==> config.mk <==
export PLATFORM = sky130hd
export DESIGN_NAME = core_test_sequencer
export DESIGN_NICKNAME = d
export VERILOG_FILES = /design/src/rtl/core_test_pkg.sv /design/src/rtl/core_test_sequencer_expect_store.sv /design/src/rtl/core_test_sequencer.sv
export SDC_FILE = /design/constraint.sdc
export NUM_CORES = 1
export LEC_CHECK = 0
export CAP_MARGIN = 20
export CORE_MARGIN = 4
export CORE_UTILIZATION = 45
export DETAILED_ROUTE_END_ITERATION = 16
export GPL_TIMING_DRIVEN = 0
export PLACE_DENSITY = 0.67
export REMOVE_ABC_BUFFERS = 1
export SETUP_SLACK_MARGIN = 0.4
export SLEW_MARGIN = 5
export SYNTH_ARGS = -nofsm -noshare
export SYNTH_HDL_FRONTEND = slang
export SYNTH_SLANG_ARGS = --single-unit
==> constraint.sdc <==
create_clock -name clk -period 4.43 [get_ports clk]
set_clock_uncertainty 0.1 [all_clocks]
set_input_delay 0.886 -clock clk [delete_from_list [all_inputs] [get_ports clk]]
set_output_delay 0.886 -clock clk [all_outputs]
set_load 0.05 [all_outputs]
==> src/rtl/core_test_pkg.sv <==
// Shared encodings and widths for the core test sequencer and its
// expected-value store.
package core_test_pkg;

  localparam int XLEN    = 32;
  localparam int REG_AW  = 5;
  localparam int MISM_W  = 6;

  typedef enum logic [1:0] {
    CMD_IMEM   = 2'd0,
    CMD_PRESET = 2'd1,
    CMD_EXPECT = 2'd2,
    CMD_START  = 2'd3
  } cmd_t;

  typedef enum logic [1:0] {
    ST_LOAD  = 2'd0,
    ST_RUN   = 2'd1,
    ST_CHECK = 2'd2,
    ST_DONE  = 2'd3
  } state_t;

endpackage

==> src/rtl/core_test_sequencer_expect_store.sv <==
// Expected register values plus a valid mask.
// One write port and one combinational read port driven by the check sweep.
module expect_store
  import core_test_pkg::*;
#(
  parameter int DW    = XLEN,
  parameter int DEPTH = 32
) (
  input  logic              clk,
  input  logic              reset,
  input  logic              we,
  input  logic [REG_AW-1:0] waddr,
  input  logic [DW-1:0]     wdata,
  input  logic [REG_AW-1:0] raddr,
  output logic [DW-1:0]     rdata,
  output logic              rvalid
);

  logic [DW-1:0]    mem [DEPTH];
  logic [DEPTH-1:0] mask;

  // Data needs no reset: an entry only counts once its mask bit is set.
  always_ff @(posedge clk) begin
    if (we) mem[waddr] <= wdata;
  end

  always_ff @(posedge clk) begin
    if (!reset) begin
      mask <= '0;
    end else if (we) begin
      mask[waddr] <= 1'b1;
    end
  end

  assign rdata  = mem[raddr];
  assign rvalid = mask[raddr];

endmodule

==> src/rtl/core_test_sequencer.sv <==
// Harness controller: loads a program, presets registers, runs the core
// for a bounded budget or until a halt PC, then checks the register file.
module core_test_sequencer #(
  parameter int XLEN       = 32,
  parameter int IMEM_DEPTH = 256,
  parameter int IMEM_AW    = 8,
  parameter int NUM_REGS   = 32,
  parameter int MAX_CYCLES = 1024
) (
  input  logic               clk,
  input  logic               reset,
  input  logic               cmd_valid,
  output logic               cmd_ready,
  input  logic [1:0]         cmd_type,
  input  logic [IMEM_AW:0]   cmd_addr,
  input  logic [XLEN-1:0]    cmd_data,
  output logic               imem_we,
  output logic [IMEM_AW-1:0] imem_addr,
  output logic [XLEN-1:0]    imem_wdata,
  output logic               rf_we,
  output logic [4:0]         rf_waddr,
  output logic [XLEN-1:0]    rf_wdata,
  output logic [4:0]         rf_raddr,
  input  logic [XLEN-1:0]    rf_rdata,
  output logic               core_reset,
  output logic               core_run,
  input  logic [XLEN-1:0]    pc,
  output logic               done,
  output logic               pass,
  output logic               halted,
  output logic               load_err,
  output logic [5:0]         mismatch_count,
  output logic [4:0]         first_fail_reg
);

  import core_test_pkg::*;

  localparam logic [IMEM_AW:0] DEPTH_LIM = (IMEM_AW+1)'(IMEM_DEPTH);
  localparam logic [4:0]       LAST_REG  = 5'(NUM_REGS - 1);

  state_t            state;
  logic [XLEN-1:0]   budget;
  logic [XLEN-1:0]   run_cnt;
  logic [IMEM_AW:0]  halt_idx;

  logic              accept;
  logic              exp_we;
  logic [XLEN-1:0]   exp_data;
  logic              exp_valid;
  logic              halt_hit;
  logic              reg_fail;
  logic [5:0]        mism_next;
  logic              unused_bits;

  assign accept = (state == ST_LOAD) && cmd_valid && cmd_ready;
  assign exp_we = accept && (cmd_type == CMD_EXPECT);

  expect_store #(
    .DW    (XLEN),
    .DEPTH (NUM_REGS)
  ) u_expect_store (
    .clk    (clk),
    .reset  (reset),
    .we     (exp_we),
    .waddr  (cmd_addr[REG_AW-1:0]),
    .wdata  (cmd_data),
    .raddr  (rf_raddr),
    .rdata  (exp_data),
    .rvalid (exp_valid)
  );

  assign halt_hit  = (halt_idx < DEPTH_LIM) &&
                     (pc[IMEM_AW+1:2] == halt_idx[IMEM_AW-1:0]);
  assign reg_fail  = exp_valid && (rf_rdata != exp_data);
  assign mism_next = (reg_fail && (mismatch_count != 6'd63)) ?
                     mismatch_count + 6'd1 : mismatch_count;
  assign unused_bits = ^{pc[XLEN-1:IMEM_AW+2], pc[1:0]};

  // Write strobes are single-cycle pulses; everything else holds until changed.
  always_ff @(posedge clk) begin
    if (!reset) begin
      state          <= ST_LOAD;
      cmd_ready      <= 1'b0;
      core_reset     <= 1'b1;
      core_run       <= 1'b0;
      imem_we        <= 1'b0;
      imem_addr      <= '0;
      imem_wdata     <= '0;
      rf_we          <= 1'b0;
      rf_waddr       <= '0;
      rf_wdata       <= '0;
      rf_raddr       <= '0;
      done           <= 1'b0;
      pass           <= 1'b0;
      halted         <= 1'b0;
      load_err       <= 1'b0;
      mismatch_count <= '0;
      first_fail_reg <= '0;
      budget         <= '0;
      run_cnt        <= '0;
      halt_idx       <= '0;
    end else begin
      imem_we <= 1'b0;
      rf_we   <= 1'b0;
      unique case (state)
        ST_LOAD: begin
          cmd_ready <= 1'b1;
          if (accept) begin
            unique case (cmd_t'(cmd_type))
              CMD_IMEM: begin
                if (cmd_addr < DEPTH_LIM) begin
                  imem_we    <= 1'b1;
                  imem_addr  <= cmd_addr[IMEM_AW-1:0];
                  imem_wdata <= cmd_data;
                end else begin
                  load_err <= 1'b1;
                end
              end
              CMD_PRESET: begin
                if (cmd_addr[4:0] != 5'd0) begin
                  rf_we    <= 1'b1;
                  rf_waddr <= cmd_addr[4:0];
                  rf_wdata <= cmd_data;
                end
              end
              CMD_EXPECT: begin
              end
              CMD_START: begin
                budget     <= (cmd_data == '0) ? XLEN'(MAX_CYCLES) : cmd_data;
                halt_idx   <= cmd_addr;
                run_cnt    <= '0;
                cmd_ready  <= 1'b0;
                core_reset <= 1'b0;
                core_run   <= 1'b1;
                state      <= ST_RUN;
              end
            endcase
          end
        end
        ST_RUN: begin
          run_cnt <= run_cnt + XLEN'(1);
          if (halt_hit || (run_cnt + XLEN'(1) == budget)) begin
            halted         <= halt_hit;
            core_run       <= 1'b0;
            rf_raddr       <= '0;
            mismatch_count <= '0;
            state          <= ST_CHECK;
          end
        end
        ST_CHECK: begin
          mismatch_count <= mism_next;
          // Count is still zero only before the first masked failure.
          if (reg_fail && (mismatch_count == 6'd0)) first_fail_reg <= rf_raddr;
          rf_raddr <= rf_raddr + 5'd1;
          if (rf_raddr == LAST_REG) begin
            done  <= 1'b1;
            pass  <= (mism_next == 6'd0) && !load_err;
            state <= ST_DONE;
          end
        end
        ST_DONE: begin
        end
      endcase
    end
  end

endmodule

==> results of run 1 <==
-- power breakdown --
part | total, W | switching, W | leakage, nW | internal (W)
Clock | 0.0105 | 0.00452 | 1.97 | 0.00597
Sequential | 0.0127 | 0.0000532 | 10.9 | 0.0127
Combinational | 0.00170 | 0.00110 | 6.01 | 0.000600
-- cell type report --
| class | instances | area (um^2) |
|---|---|---|
| sequential | 1238 | 35100 |
| multi-input combinational | 1736 | 14100 |
| inverter | 19 | 96.3 |
| antenna | 5 | 12.5 |
| clock buffer | 160 | 3450 |
| fill | 8348 | 48700 |
| tap | 1414 | 1770 |
| clock inverter | 68 | 613 |
| timing repair buffer | 368 | 5210 |
-- logic make-up (layout without fill, tap and decap cells) --
logic type	after synthesis	after routing
other cells	0	5
mux	406	406
buf+inv	198	615
xor+xnor	81	81
flops	1238	1238
simple gates	819	822
fa+ha+maj	10	10
compound gates	417	417
-- cell usage after synthesis (4+ instances only) --
cell | n | share of area, %
edfxtp_1 | 1024 | 62
nand2_1 | 399 | 3.0
dfxtp_1 | 214 | 8.6
mux2i_1 | 209 | 4.2
nor2_1 | 197 | 1.5
a21oi_1 | 182 | 1.8
mux4_2 | 180 | 8.2
a22oi_1 | 73 | 1.1
clkbuf_1 | 71 | 0.54
nand3_1 | 57 | 0.58
o21ai_0 | 48 | 0.48
xnor2_1 | 48 | 0.85
buf_2 | 39 | 0.39
buf_4 | 33 | 0.50
xor2_1 | 33 | 0.58
nor3_1 | 31 | 0.31
o22ai_1 | 20 | 0.25
nor4_1 | 19 | 0.24
buf_6 | 18 | 0.41
nand4_1 | 18 | 0.23
mux2_2 | 17 | 0.39
and3_1 | 16 | 0.20
inv_1 | 16 | 0.12
a31oi_1 | 15 | 0.19
buf_1 | 14 | 0.11
a211oi_1 | 12 | 0.18
a221oi_1 | 12 | 0.21
nor2b_1 | 12 | 0.15
ha_1 | 10 | 0.25
and2_1 | 9 | 0.11
nand2b_1 | 8 | 0.10
nand3b_1 | 7 | 0.11
o211ai_1 | 6 | 0.091
o221ai_1 | 6 | 0.11
or3_1 | 6 | 0.076
and4_1 | 5 | 0.088
o2111ai_1 | 5 | 0.088
o31ai_1 | 5 | 0.076
a2111oi_0 | 4 | 0.071
a311oi_1 | 4 | 0.071
nor3b_1 | 4 | 0.061
-- critical path, cell delays in order (launching register included) --
cell and delay (ps):
dfxtp_4 420, buf_16 160, buf_16 150, buf_16 150, mux4_2 530, o21ai_4 190, nand4_1 140, xor2_1 210
a2111oi_4 320, nand4_1 330, nor4_4 330, buf_6 210, a31oi_4 130, nand2_2 110, mux2_2 330, o31ai_1 210
-- what timing repair did --
| action | in CTS | in global routing |
|---|---|---|
| buffers inserted | 54 | 5 |
| gates resized for setup | 62 | 30 |
| hold buffers | 0 | 0 |
| pin swaps | 13 | 16 |
| endpoints found under the setup margin | 20 | 29 |
| cloned | 24 | 3 |
-- path summary, 6_finish.rpt --
check	endpoint
worst max-delay path	pass
worst min-delay path	core_reset
worst max register to register	pass
worst min register to register	core_reset
-- layer usage --
layer | GRT usage [%] | vias up | wire length (um)
met2 | 40.2 | 1838 | 70300
li1 | - | 12900 | -
met1 | 35.4 | 15700 | 58700
met5 | 0 | - | 37
met3 | 6.09 | 309 | 16900
met4 | 8.10 | 6 | 4520
-- per-stage QoR --
step | std cells | instance area [um^2]
floorplan | 2990 | 48500
CTS | 4994 | 60000
finish | 5008 | 60300
global route | 5003 | 60300
global placement | 4591 | 52200
detailed placement | 4688 | 54500
==> flow_summary.json, run 1 <==
{
  "synthAdderAreaFrac_pct": 0.253,
  "cap_violations": 0,
  "final_common_cell": "edfxtp_1",
  "worst-setup-path-type": "flop to flop",
  "start_util_pct": 45.4,
  "cts_buffer_depth": 3,
  "ioPinCount": 212,
  "wirelength_um": 150000,
  "fin_crit_ps": 4140,
  "cp-start-kind": "flop",
  "die_h_um": 340,
  "largest_register_ffs": 1024,
  "pre_cts_ws_ps": -1510,
  "post-route-period-util_pct": 93.4,
  "status": "complete, no violations",
  "synth_top_family_by_area": "multiplexers",
  "layout_common_cells": "1024 x edfxtp_1, 395 x nand2_1, 209 x dfxtp_1",
  "clkTransAtPathRegs_ps": 60,
  "hold_start": "core_reset",
  "required_ps": 4970,
  "viasPerCell": 6.15,
  "gp_congestion": 0.811,
  "rsz0062_at_grt": "true",
  "hold_path_class": "flop to flop",
  "rrSetupSlack_ps": 290,
  "grt_pass1_vias": 29700,
  "async_reset_ff_share_pct": 0,
  "arrival_ps": 4680,
  "grt_max_degree": 145,
  "clkSinkCount": 1238,
  "tns_ps": 0,
  "slew_headroom_pct": 37.3,
  "power_density_nw_per_um2": 413,
  "holdWs_ps": 352,
  "power.leakage_nw": 18.9,
  "fmax_mhz": 242,
  "synth_warnings": 0,
  "finalHoldViolCount": 0,
  "drtAntennaViolNets": 0,
  "synth_cell_types": 84,
  "tightest_slew_ps": 940,
  "synth_area_um2": 49500,
  "synth_edf_count": 1024,
  "dr.pass1.iters": 6,
  "core-area_um2": 109000,
  "r2r_cells": 15,
  "whs_path_depth": 2,
  "wl_per_cell_um": 30.0,
  "antenna_found_initial": 16,
  "synthCells": 3169,
  "clkLatencyLatePin_ps": 740,
  "die_w_um": 340,
  "grt_use_total_pct": 25.6,
  "io_buffers": 187,
  "first_iter_violations": 4226,
  "post-route-util_pct": 55.3,
  "synth_xor_area_share_pct": 1.43,
  "synth_compound_gate_area_share_pct": 5.23,
  "grt_pass1_wl_um": 213000,
  "seq_area_frac_synth_pct": 70.7,
  "grt-ovfl-total": 0,
  "worst_slack_ps": 291,
  "drive_above_1_share_pct": 19.9,
  "dp_hpwl_um": 89200,
  "max_flop_register": "u_expect_store.mem",
  "cts-buffers-inserted": 130,
  "areaGrowthSynthToFinish_pct": 21.7,
  "synth.avg_cell_area_um2": 15.6,
  "cp_max_fo": 10,
  "cts_max_level": 4,
  "cts_tree": "yes",
  "rows": 121,
  "die-area_um2": 115000,
  "ys.flop_type": "edfxtp_1",
  "final-setup-viol-count": 0,
  "cts_root_buffer": "clkbuf_16",
  "ys_seq_elements": 1238,
  "power_w": 0.0249,
  "ir_drop_v": 0.000319,
  "slew_viol_final": 0,
  "num_vias": 30800,
  "end_kind": "flop",
  "synth-simple-area-share_pct": 7.41,
  "route.detailed.drc": 0,
  "fin_nets": 3613,
  "muxShareOfSynthArea_pct": 12.8
}
(Power assumes the default switching activity.)
==> run 2: changes to the inputs <==
Settings changed: PLACE_DENSITY 0.67 to 0.69, SKIP_CTS_REPAIR_TIMING set to 1.
Clock period 4.43 ns to 3.8 ns, I/O delays scaled along.
==> flow_summary.json, run 2 (synthesis results as in run 1) <==
{
  "rsz0062_at_grt": "true",
  "layout_common_cells": "1024 x edfxtp_1, 394 x nand2_1, 206 x mux2i_1",
  "end_kind": "flop",
  "pre_cts_ws_ps": -2590,
  "worst_slack_ps": -531,
  "route.detailed.drc": 0,
  "final-setup-viol-count": 12,
  "layout.cells.non_filler": 5040,
  "status": "finished with violations",
  "clkTransAtPathRegs_ps": 60,
  "slew_headroom_pct": 36.8,
  "areaGrowthSynthToFinish_pct": 21.8,
  "worst-setup-path-type": "flop to flop",
  "cts_tree": "yes",
  "slew_viol_final": 0,
  "core-area_um2": 109000,
  "p_int_w": 0.0222,
  "required_ps": 4310,
  "grt_pass1_wl_um": 203000,
  "power.leakage_nw": 19.0,
  "switching_power_w": 0.00655,
  "power_density_nw_per_um2": 476,
  "fin_crit_ps": 4330,
  "power.clock.fraction_pct": 41.5,
  "max_flop_register": "u_expect_store.mem",
  "r2r_cells": 14,
  "place_inst": 4688,
  "io_buffers": 187,
  "comb_power_share_pct": 6.9,
  "cts_max_level": 3,
  "grt_pass1_vias": 29400,
  "die-area_um2": 115000,
  "drtAntennaViolNets": 0,
  "endpoint": "mismatch_count[4]",
  "swShare_pct": 22.8,
  "hold_path_class": "flop to flop",
  "grt-ovfl-total": 0,
  "antenna_found_initial": 13,
  "grt_use_total_pct": 23.9,
  "first_iter_violations": 4512,
  "wl_per_cell_um": 29.9,
  "cp-start-kind": "flop",
  "die_h_um": 340,
  "arrival_ps": 4840,
  "gp_congestion": 0.817,
  "dr.pass1.iters": 7,
  "fmax_mhz": 231,
  "violations": "setup timing",
  "start_util_pct": 45.4,
  "viasPerCell": 6.18,
  "rows": 121,
  "cts_root_buffer": "clkbuf_16",
  "grt_max_degree": 146,
  "tightest_slew_ps": 948,
  "seq_power_share_pct": 51.6,
  "r2r_end": "mismatch_count[4]",
  "drive_above_1_share_pct": 21.4,
  "cts-buffers-inserted": 121,
  "ioPinCount": 212,
  "die_w_um": 340,
  "cp_max_fo": 18,
  "wirelength_um": 151000,
  "final_common_cell": "edfxtp_1",
  "ir_drop_v": 0.000379,
  "largest_register_ffs": 1024,
  "fin_nets": 3637,
  "clkSinkCount": 1238,
  "num_vias": 31100,
  "post-route-period-util_pct": 114,
  "dp_hpwl_um": 88200,
  "clkLatencyLatePin_ps": 730,
  "finalHoldViolCount": 0,
  "cap_violations": 0,
  "cts_buffer_depth": 3,
  "rrSetupSlack_ps": -530
}
run 2: cell types whose count changed in the layout (fill, tap and decap cells not counted), moves of 7 or more:
cell,change
dfxtp_1,-17
buf_16,-7
bufbuf_16,-18
clkbuf_8,+7
clkinv_2,+10
buf_12,+13
dfxtp_2,+13
buf_4,+28
run 2: worst min path at each step:
stage / from / to / cells past startpoint
2_1_floorplan: u_expect_store.mask[10] / u_expect_store.mask[10] / 2
3_3_place_gp: core_reset / core_reset / 2
3_5_place_dp: core_reset / core_reset / 2
4_1_cts: core_reset / core_reset / 2
5_1_grt: rf_wdata[15] / rf_wdata[15] / 2
6_report: core_reset / core_reset / 2
run 2: routing by layer:
metal	track usage, %	wire [um]
met5	0	57
met4	7.43	5640
met3	4.67	17000
met2	38.4	70800
met1	33.2	57100
run 2: per-stage QoR:
stage | setup TNS (ps) | util [%] | hold slack [ps] | total power, W | area [um^2]
after detailed placement | -77220 | 50.0 | 340 | 0.0169 | 54500
after CTS | -31480 | 53.6 | 349 | 0.0286 | 58400
final | -4980 | 55.3 | 347 | 0.0287 | 60300
after global placement | -3768130 | 47.9 | 329 | 0.0169 | 52200
after floorplan | -180310 | - | 335 | 0.0161 | 48500
after global routing | -6420 | 55.3 | 366 | 0.0296 | 60300
run 2: area by class of cell:
| type | instances | area [um^2] |
|---|---|---|
| diodes | 6 | 15.0 |
| clock buffers | 153 | 3300 |
| clock inverters | 73 | 648 |
| fillers | 8242 | 48700 |
| inverters | 19 | 98.8 |
| multi-input cells | 1736 | 14100 |
| flip-flops and latches | 1238 | 35100 |
| well taps | 1414 | 1770 |
| repair buffers | 401 | 5280 |
run 2: power groups by stage:
stage / clock network [W] / registers [W] / logic, W
2_1_floorplan: 0 / 0.0153 / 0.000805
3_3_place_gp: 0 / 0.0152 / 0.00167
3_5_place_dp: 0 / 0.0151 / 0.00177
4_1_cts: 0.0120 / 0.0148 / 0.00178
5_1_grt: 0.0126 / 0.0148 / 0.00211
6_report: 0.0119 / 0.0148 / 0.00199
run 2: critical path, stage by stage, from the launching register on:
cell and delay (ps):
dfxtp_4 480, buf_16 200, clkinvlp_4 530, nor2_2 550, a22oi_1 150, o211ai_1 130
o21ai_0 100, o21ai_0 390, xor2_1 210, and4_2 360, a31oi_4 230, buf_6 140
nand3_2 90, or3_1 360, a22oi_1 190
